### config.mk
export PLATFORM = sky130hd
export DESIGN_NAME = fb_write_arbiter
export DESIGN_NICKNAME = d
export VERILOG_FILES = /design/src/rtl/fb_write_arbiter.sv
export SDC_FILE = /design/constraint.sdc
export NUM_CORES = 1
export LEC_CHECK = 0
export ABC_AREA = 1
export CORE_ASPECT_RATIO = 0.75
export CORE_UTILIZATION = 40
export DETAILED_ROUTE_END_ITERATION = 8
export PLACE_DENSITY = 0.77
export SLEW_MARGIN = 15
export SYNTH_ARGS = -nofsm -noshare
export SYNTH_HDL_FRONTEND = slang
export SYNTH_SLANG_ARGS = --single-unit
### constraint.sdc
create_clock -name Clk -period 3.3 [get_ports Clk]
set_clock_uncertainty 0.2 [all_clocks]
set_input_delay 0.66 -clock Clk [delete_from_list [all_inputs] [get_ports Clk]]
set_output_delay 0.66 -clock Clk [all_outputs]
set_load 0.05 [all_outputs]
### src/rtl/fb_write_arbiter.sv
// Round-robin arbiter sharing the framebuffer write port between N_REQ producers,
// with per-frame pixel counting. Optional colour-key skipping under FB_TRANSPARENCY_EN.
module fb_write_arbiter #(
    parameter int                N_REQ        = 3,
    parameter int                ADDR_W       = 19,
    parameter int                DATA_W       = 24,
    parameter int                FRAME_PIXELS = 38400,
    parameter logic [DATA_W-1:0] TRANSPARENT  = 24'hFF00FF
) (
    input  logic                     Clk,
    input  logic                     Reset,
    input  logic                     frame_start,
    input  logic                     write_window,
    input  logic [N_REQ-1:0]         req_valid,
    input  logic [N_REQ*ADDR_W-1:0]  req_addr,
    input  logic [N_REQ*DATA_W-1:0]  req_data,
    output logic [N_REQ-1:0]         req_ready,
    output logic                     fb_we,
    output logic [ADDR_W-1:0]        fb_addr,
    output logic [DATA_W-1:0]        fb_data,
    output logic                     frame_done,
    output logic                     overrun
);

    localparam int PTR_W = $clog2(N_REQ);
    localparam int CNT_W = $clog2(FRAME_PIXELS + 1);
    localparam logic [PTR_W-1:0] PTR_INIT = PTR_W'(N_REQ - 1);
    localparam logic [CNT_W-1:0] CNT_LAST = CNT_W'(FRAME_PIXELS);

`ifdef FB_TRANSPARENCY_EN
    localparam bit TRANSP_EN = 1'b1;
`else
    localparam bit TRANSP_EN = 1'b0;
`endif

    typedef enum logic [1:0] {IDLE, RUN, DONE} state_t;

    state_t             state, state_nxt;
    logic [PTR_W-1:0]   rr_ptr;
    logic [CNT_W-1:0]   count;
    logic [CNT_W-1:0]   count_inc;
    logic               grant_found;
    logic [PTR_W-1:0]   grant_idx;
    logic               arb_en;
    logic               transfer;
    logic [ADDR_W-1:0]  sel_addr;
    logic [DATA_W-1:0]  sel_data;
    logic               skip_write;

    assign arb_en     = (state == RUN) && write_window;
    assign transfer   = arb_en && grant_found;
    assign count_inc  = count + 1'b1;
    assign sel_addr   = req_addr[grant_idx*ADDR_W +: ADDR_W];
    assign sel_data   = req_data[grant_idx*DATA_W +: DATA_W];
    assign skip_write = TRANSP_EN && (sel_data == TRANSPARENT);

    // Search starts one past the last winner so every producer gets a turn.
    always_comb begin
        // NOTE: defaults first keep every path assigned, so no latch is inferred.
        grant_found = 1'b0;
        grant_idx   = '0;
        for (int k = 1; k <= N_REQ; k++) begin
            if (!grant_found && req_valid[(int'(rr_ptr) + k) % N_REQ]) begin
                grant_found = 1'b1;
                grant_idx   = PTR_W'((int'(rr_ptr) + k) % N_REQ);
            end
        end
    end

    // NOTE: sequential state uses non-blocking assignments so all registers update together.
    always_ff @(posedge Clk or posedge Reset) begin
        if (Reset) state <= IDLE;
        else       state <= state_nxt;
    end

    always_comb begin
        state_nxt = state;
        case (state)
            IDLE: if (frame_start) state_nxt = RUN;
            RUN: begin
                if (frame_start)                               state_nxt = RUN;
                else if (transfer && (count_inc == CNT_LAST))  state_nxt = DONE;
            end
            DONE: if (frame_start) state_nxt = RUN;
            default: state_nxt = IDLE;
        endcase
    end

    always_comb begin
        req_ready  = '0;
        frame_done = (state == DONE);
        if (transfer) req_ready[grant_idx] = 1'b1;
    end

    // A frame_start coinciding with a transfer restarts the count, but the pixel is still written.
    always_ff @(posedge Clk or posedge Reset) begin
        if (Reset) begin
            rr_ptr  <= PTR_INIT;
            count   <= '0;
            fb_we   <= 1'b0;
            fb_addr <= '0;
            fb_data <= '0;
            overrun <= 1'b0;
        end else begin
            overrun <= (state == RUN) && frame_start;
            fb_we   <= transfer && !skip_write;
            if (transfer) begin
                fb_addr <= sel_addr;
                fb_data <= sel_data;
            end
            if (frame_start) begin
                count <= '0;
                if (state != DONE) rr_ptr <= PTR_INIT;
            end else if (transfer) begin
                rr_ptr <= grant_idx;
                count  <= count_inc;
            end
        end
    end

endmodule

==> results.py <==
metrics = {
    "floorplanning": {
        "top_level_ports": 185,
        "die_x_microns": 117,
        "coreArea_sq_um": 9660,
        "die_area_sq_um": 10400,
        "placementRows": 31,
        "initial_core_util_pct": 41.3,
        "die_h_microns": 88.5,
    },
    "worst_setup_path": {
        "reg2reg_to": "count[1]$_DFFE_PP0P_",
        "rr_startpoint": "rr_ptr[1]$_DFFE_PP1P_",
        "crit_type": "reg -> out",
        "critPathMaxFanout": 8,
        "endpoint_kind": "output port",
        "worstSetupStartpointType": "register",
        "cp.arrival_ns": 2.32,
        "cp.required_ns": 2.44,
        "r2r_slack_ns": 0.44,
        "r2r_cells": 11,
    },
    "layout": {
        "fin_nets": 937,
        "drive_above_1_share_pct": 6.10,
        "area_delta_synth_final_pct": 57.7,
        "final_area_sq_um": 6290,
        "fillers": 843,
        "diodes": 0,
    },
    "global_route": {
        "grt_pass1_wl_mm": 21.4,
        "grt_max_degree": 45,
        "antenna_found_initial": 0,
        "grt_pass1_vias": 4232,
        "grt_usage_pct": 26.4,
        "grt_overflow": 0,
    },
    "drt": {
        "wl_per_cell_microns": 14.8,
        "route.detailed.drc": 0,
        "viasPerCell": 4.88,
        "wl_mm": 13.8,
        "firstDrtPassIters": 4,
        "detail-route-antenna-nets": 0,
        "drtIter0Drc": 249,
        "dr_total_vias": 4564,
    },
    "synth": {
        "syn-num-nets": 753,
        "synth_cells": 614,
        "synth.most_common_cell": "nand2_1",
        "yosysWarnings": 0,
        "ys_types": 29,
        "syn_avg_cell_area_sq_um": 6.50,
        "synth.cell_area_sq_um": 3990,
        "synth-edff-count": 0,
        "synth_flop_cell": "dfrtp_1",
        "synthArstFlopShare_pct": 100,
        "synth.area.top_cells": "dfrtp_1, nand2_1, nand3_1",
        "synth_seq_cells": 65,
        "yosysTopAreaCellShare_pct": 40.1,
        "ys_seq_area_share_pct": 40.8,
        "ys_top_cells_by_count": "nand2_1, nand3_1, dfrtp_1",
        "yosysTopAreaCell": "dfrtp_1",
    },
    "hold_path": {
        "hp-class": "reg -> reg",
        "min_from": "fb_data[8]$_DFFE_PP0P_",
        "timing.hold.worst_path_depth": 2,
        "holdPathEnd": "fb_data[8]$_DFFE_PP0P_",
    },
    "placement": {
        "place_area_sq_um": 6010,
        "io_buffers": 184,
        "place_congestion": 0.885,
        "dpl.hpwl_mm": 10.3,
    },
    "pwr": {
        "p_seq_share_pct": 19.0,
        "p_sw_share_pct": 52.4,
        "combPwrFrac_pct": 67.4,
        "p_leak_nw": 3.01,
        "power_frac_clock_pct": 13.5,
        "switchingPower_mw": 3.51,
        "intPower_mw": 3.19,
        "ir_worst_vdd_uv": 685,
        "power_per_cell_area_nw_per_um2": 1060,
    },
    "timing": {
        "final_hold_viol_count": 0,
        "min_period_ns": 3.18,
        "max_freq_mhz": 315,
        "rsz0062_at_grt": "no",
        "fin_tns_setup_ns": 0,
        "tightest_slew_ns": 0.640,
        "slew_headroom_pct": 57.2,
        "fin_crit_sh_pct": 96.2,
        "setup_viol": 0,
        "slew_violations": 0,
    },
    "run": {
        "maxCapViolCount": 0,
    },
    "outcome": {
        "status": "complete, no violations",
    },
    "clock_network": {
        "clockBufferDepth": 2,
        "post_cts_buffers": 0,
        "tritoncts": "yes",
        "cts_max_level": 3,
        "clock_latency_ns": 0.33,
        "cts_num_sinks": 65,
        "clk_pin_slew_ns": 0.06,
        "cts-root-buf": "clkbuf_16",
        "numCtsBuffers": 9,
    },
}
-- power groups by stage --
stage	combinational (mW)	clock, mW	sequential [mW]
after detailed placement	4.50	0	1.28
after floorplan	2.12	0	2.20
after global placement	4.41	0	1.27
after global routing	4.91	0.948	1.31
after CTS	4.52	0.919	1.27
final	4.52	0.905	1.27
-- metal layers --
metal / up-vias / share of wire, % / global-route usage [%]
met4: 0 / 1.6 / 8.38
met1: 2103 / 44 / 34.6
met2: 144 / 49 / 44.2
met3: 19 / 5.2 / 5.54
li1: 2298 / - / -
met5: - / 0 / 0
-- how the worst max path moves through the flow --
stage,from,to,slack (ns),cells past startpoint
floorplan,rr_ptr[1]$_DFFE_PP1P_,req_ready[2],0.38,9
global placement,req_valid[2],req_ready[0],0.16,10
detailed placement,req_valid[2],req_ready[0],0.09,10
CTS,rr_ptr[0]$_DFFE_PP0P_,req_ready[1],0.03,13
global route,rr_ptr[1]$_DFFE_PP1P_,req_ready[1],0.01,12
finish,rr_ptr[1]$_DFFE_PP1P_,req_ready[1],0.12,12
-- what timing repair did --
action,in CTS,in global routing
hold buffers,0,0
resized for setup,0,4
endpoints found under the setup margin,0,3
-- layout make-up --
class / instances / area, sq um / share of cell area (%)
clock buffer: 16 / 282 / 4.47
inverter: 49 / 184 / 2.92
multi-input combinational: 477 / 2060 / 32.7
sequential: 65 / 1630 / 25.9
tap: 132 / 165 / 2.62
timing repair buffer: 196 / 1980 / 31.4
-- logic make-up after synthesis --
family	after synthesis	synth area share (%)
AO/OA/AOI/OAI	45	6.02
AND/OR/NAND/NOR	428	44.3
flip-flops	65	40.8
buffers and inverters	72	7.77
adder cells (fa/ha/maj)	3	0.940
XOR/XNOR	1	0.219
-- stage by stage --
stage | hold WS (ns) | utilization, % | setup slack (ns) | instances | power [mW]
finish | 0.295 | 65.2 | 0.124 | 935 | 6.69
global route | 0.317 | 65.2 | 0.00995 | 935 | 7.17
CTS | 0.297 | 65.1 | 0.0350 | 935 | 6.71
detailed placement | 0.284 | 62.2 | 0.0878 | 919 | 5.78
global placement | 0.281 | 62.2 | 0.160 | 919 | 5.68
floorplan | 0.276 | - | 0.379 | 614 | 4.32
-- cell usage in the layout, fill, tap and decap left out, types with 5 or more instances in the layout --
cell / synthesis / layout
a21oi_1: 20 / 20
buf_4: 0 / 11
clkbuf_16: 0 / 9
clkdlybuf4s50_1: 0 / 180
dfrtp_1: 64 / 64
inv_1: 44 / 42
inv_2: 5 / 7
nand2_1: 303 / 303
nand3_1: 68 / 68
nand4_1: 7 / 7
nor2_1: 34 / 33
o21ai_0: 15 / 15
o22ai_1: 5 / 5
or2_2: 5 / 5
-- worst max-delay path, stage by stage (launching register included) --
cell	delay, ns
dfstp_2	0.54
inv_1	0.05
ha_1	0.27
inv_2	0.14
nand3_1	0.11
nand2_2	0.15
nand2_1	0.07
nand2_1	0.06
nand2_1	0.07
nand2_2	0.14
nand2_1	0.09
inv_2	0.14
buf_12	0.15
-- registers in the layout (all words and copies together) (netlist names) --
register,cells
state,2
fb_data,24
rr_ptr,2
overrun,1
count,16
fb_we,1
fb_addr,19
Power figures use the tool's default switching activity.
==> RTL change (config.mk and constraints unchanged) <==
Build with the macro `FB_TRANSPARENCY_EN` defined.
--- a/src/rtl/fb_write_arbiter.sv
+++ b/src/rtl/fb_write_arbiter.sv
@@ -1,5 +1,7 @@
 // Round-robin arbiter sharing the framebuffer write port between N_REQ producers,
 // with per-frame pixel counting. Optional colour-key skipping under FB_TRANSPARENCY_EN.
+`define FB_TRANSPARENCY_EN
+
 module fb_write_arbiter #(
     parameter int                N_REQ        = 3,
     parameter int                ADDR_W       = 19,
Formal check against the unedited RTL: not equivalent (Yosys sat finds a counterexample within 4 cycles, from zero or initial values and one cycle with Reset high).
==> RTL change against the original RTL <==
Worst hold slack better by 7.8 ps; setup slack worse by 30 ps; global-route usage down 2.2 points; sequential cell count unchanged; final cell count down 0.21%; non-clock buffer count up 8; cell area up 8.0%; core utilization down 0.39 points; total power up 12%; area after synthesis up 10%; fmax down 0.95%; routed wire length up 0.24%; critical endpoint is now req_ready[0]; largest power group unchanged.
==> RTL change: results (changes against the original RTL) <==
| Metric | Value |
|---|---|
| Number of non-clock inverters in the layout | `81 (+65%)` |
| Clock Buffer Count | `11 (-5)` |
| Clk tree area frac | `0.0473 (+0.00259)` |
| Post-Syn Nets | `745 (-1.1%)` |
| GRT met1 Usage | `0.299 (-0.0474)` |
| Post-DP HPWL | `10.5 mm (+2.5%)` |
| Synth unique cells | `41 (+41%)` |
| Combinational power share | `0.694 (+0.020)` |
| Net switching power | `3940 µW (+12%)` |
| GRT Total Usage | `0.241 (-0.0224)` |
| Wirelength per Cell | `14.8 µm (+0.45%)` |
| Status | `completed` |
| Routability Congestion | `0.970 (+9.6%)` |
| Detailed Route Iter0 Violations | `294 (+18%)` |
| Layout fillers | `881 (+4.5%)` |
| Sequential fraction of the synthesis area | `0.370 (-0.0381)` |
| Largest net degree at the start of global routing | `53 (+18%)` |
| Kind of cell adding the most delay to the critical path | `buffers and inverters` |
| Crit path DAT | `2350 ps (+30 ps)` |
| Fin area | `6800 µm² (+8.0%)` |
| Pre-CTS setup slack | `14.0 ps (-73.8 ps)` |
| Area Growth Syn to Fin | `54.3%` |
| Post-CTS setup buffer count | `3 (+3)` |
| First-pass DRT Iterations | `7 (+3)` |
| Avg Cell Area, Syn | `7.29 µm² (+12%)` |
| Placed Cells | `914 (-0.54%)` |
| Pwr Density | `1100 nW/µm² (+3.8%)` |
| DRT met1 WL | `6.00 mm (-1.2%)` |
| Multi-input logic area | `2330 µm² (+13%)` |
| Layout sequential cell count | `65 (unchanged)` |
| Comb_multi_in | `431 (-9.6%)` |
| CP max stage delay | `510 ps (-30 ps)` |
| Met2 Use GR | `0.405 (-0.0361)` |
| Vias in the first global route | `4563 (+7.8%)` |
| Layout cell share with drive strength beyond 1 | `0.104 (+0.0431)` |
| Commonest cells in the netlist | `nand2_1 (147), nor2_1 (85), inv_1 (73)` |
| Peak VDD IR | `0.000604 V (-12%)` |
| WL final | `13.8 mm (+0.24%)` |
| Met2 wire length | `6.36 mm (-6.4%)` |
| WL met3 | `1.18 mm (+65%)` |
| CP Max Fanout | `6 (-2)` |
| Number of non-clock buffers | `204 (+4.1%)` |
| DR vias/cell | `5.16 (+5.7%)` |
| Post-cts sizing count | `4 (+4)` |
| Met3 Use GR | `0.0542 (-0.00123)` |
[RTL change: cell count changes in the layout (fill, tap and decap cells not counted), moves of 7 or more]
cell,delta
a21oi_1,-18
a31oi_1,+24
buf_4,+7
inv_1,+30
nand2_1,-157
nand2_2,+8
nand3_1,-24
nand3b_1,+14
nor2_1,+50
o311ai_1,+19
xor2_1,+11
[RTL change: cell families after synthesis]
family                   Yosys count  synth area share
AO/OA/AOI/OAI                     77             0.119
XOR/XNOR                          12            0.0239
adder cells (fa/ha/maj)            5            0.0142
flip-flops                        65             0.370
AND/OR/NAND/NOR                  337             0.363
buffers and inverters            108             0.111
[RTL change: final timing paths]
path                                   start      endpoint  slack (ps)  depth (start not counted)
min in group asynchronous              Reset      state[1]         540                          2
worst max register to register     rr_ptr[1]         fb_we         230                         20
worst min register to register    fb_addr[0]    fb_addr[0]         300                          2
worst min-delay path              fb_addr[0]    fb_addr[0]         300                          2
worst max-delay path            req_valid[2]  req_ready[0]          90                         10
max in group asynchronous              Reset     count[12]        1720                          3
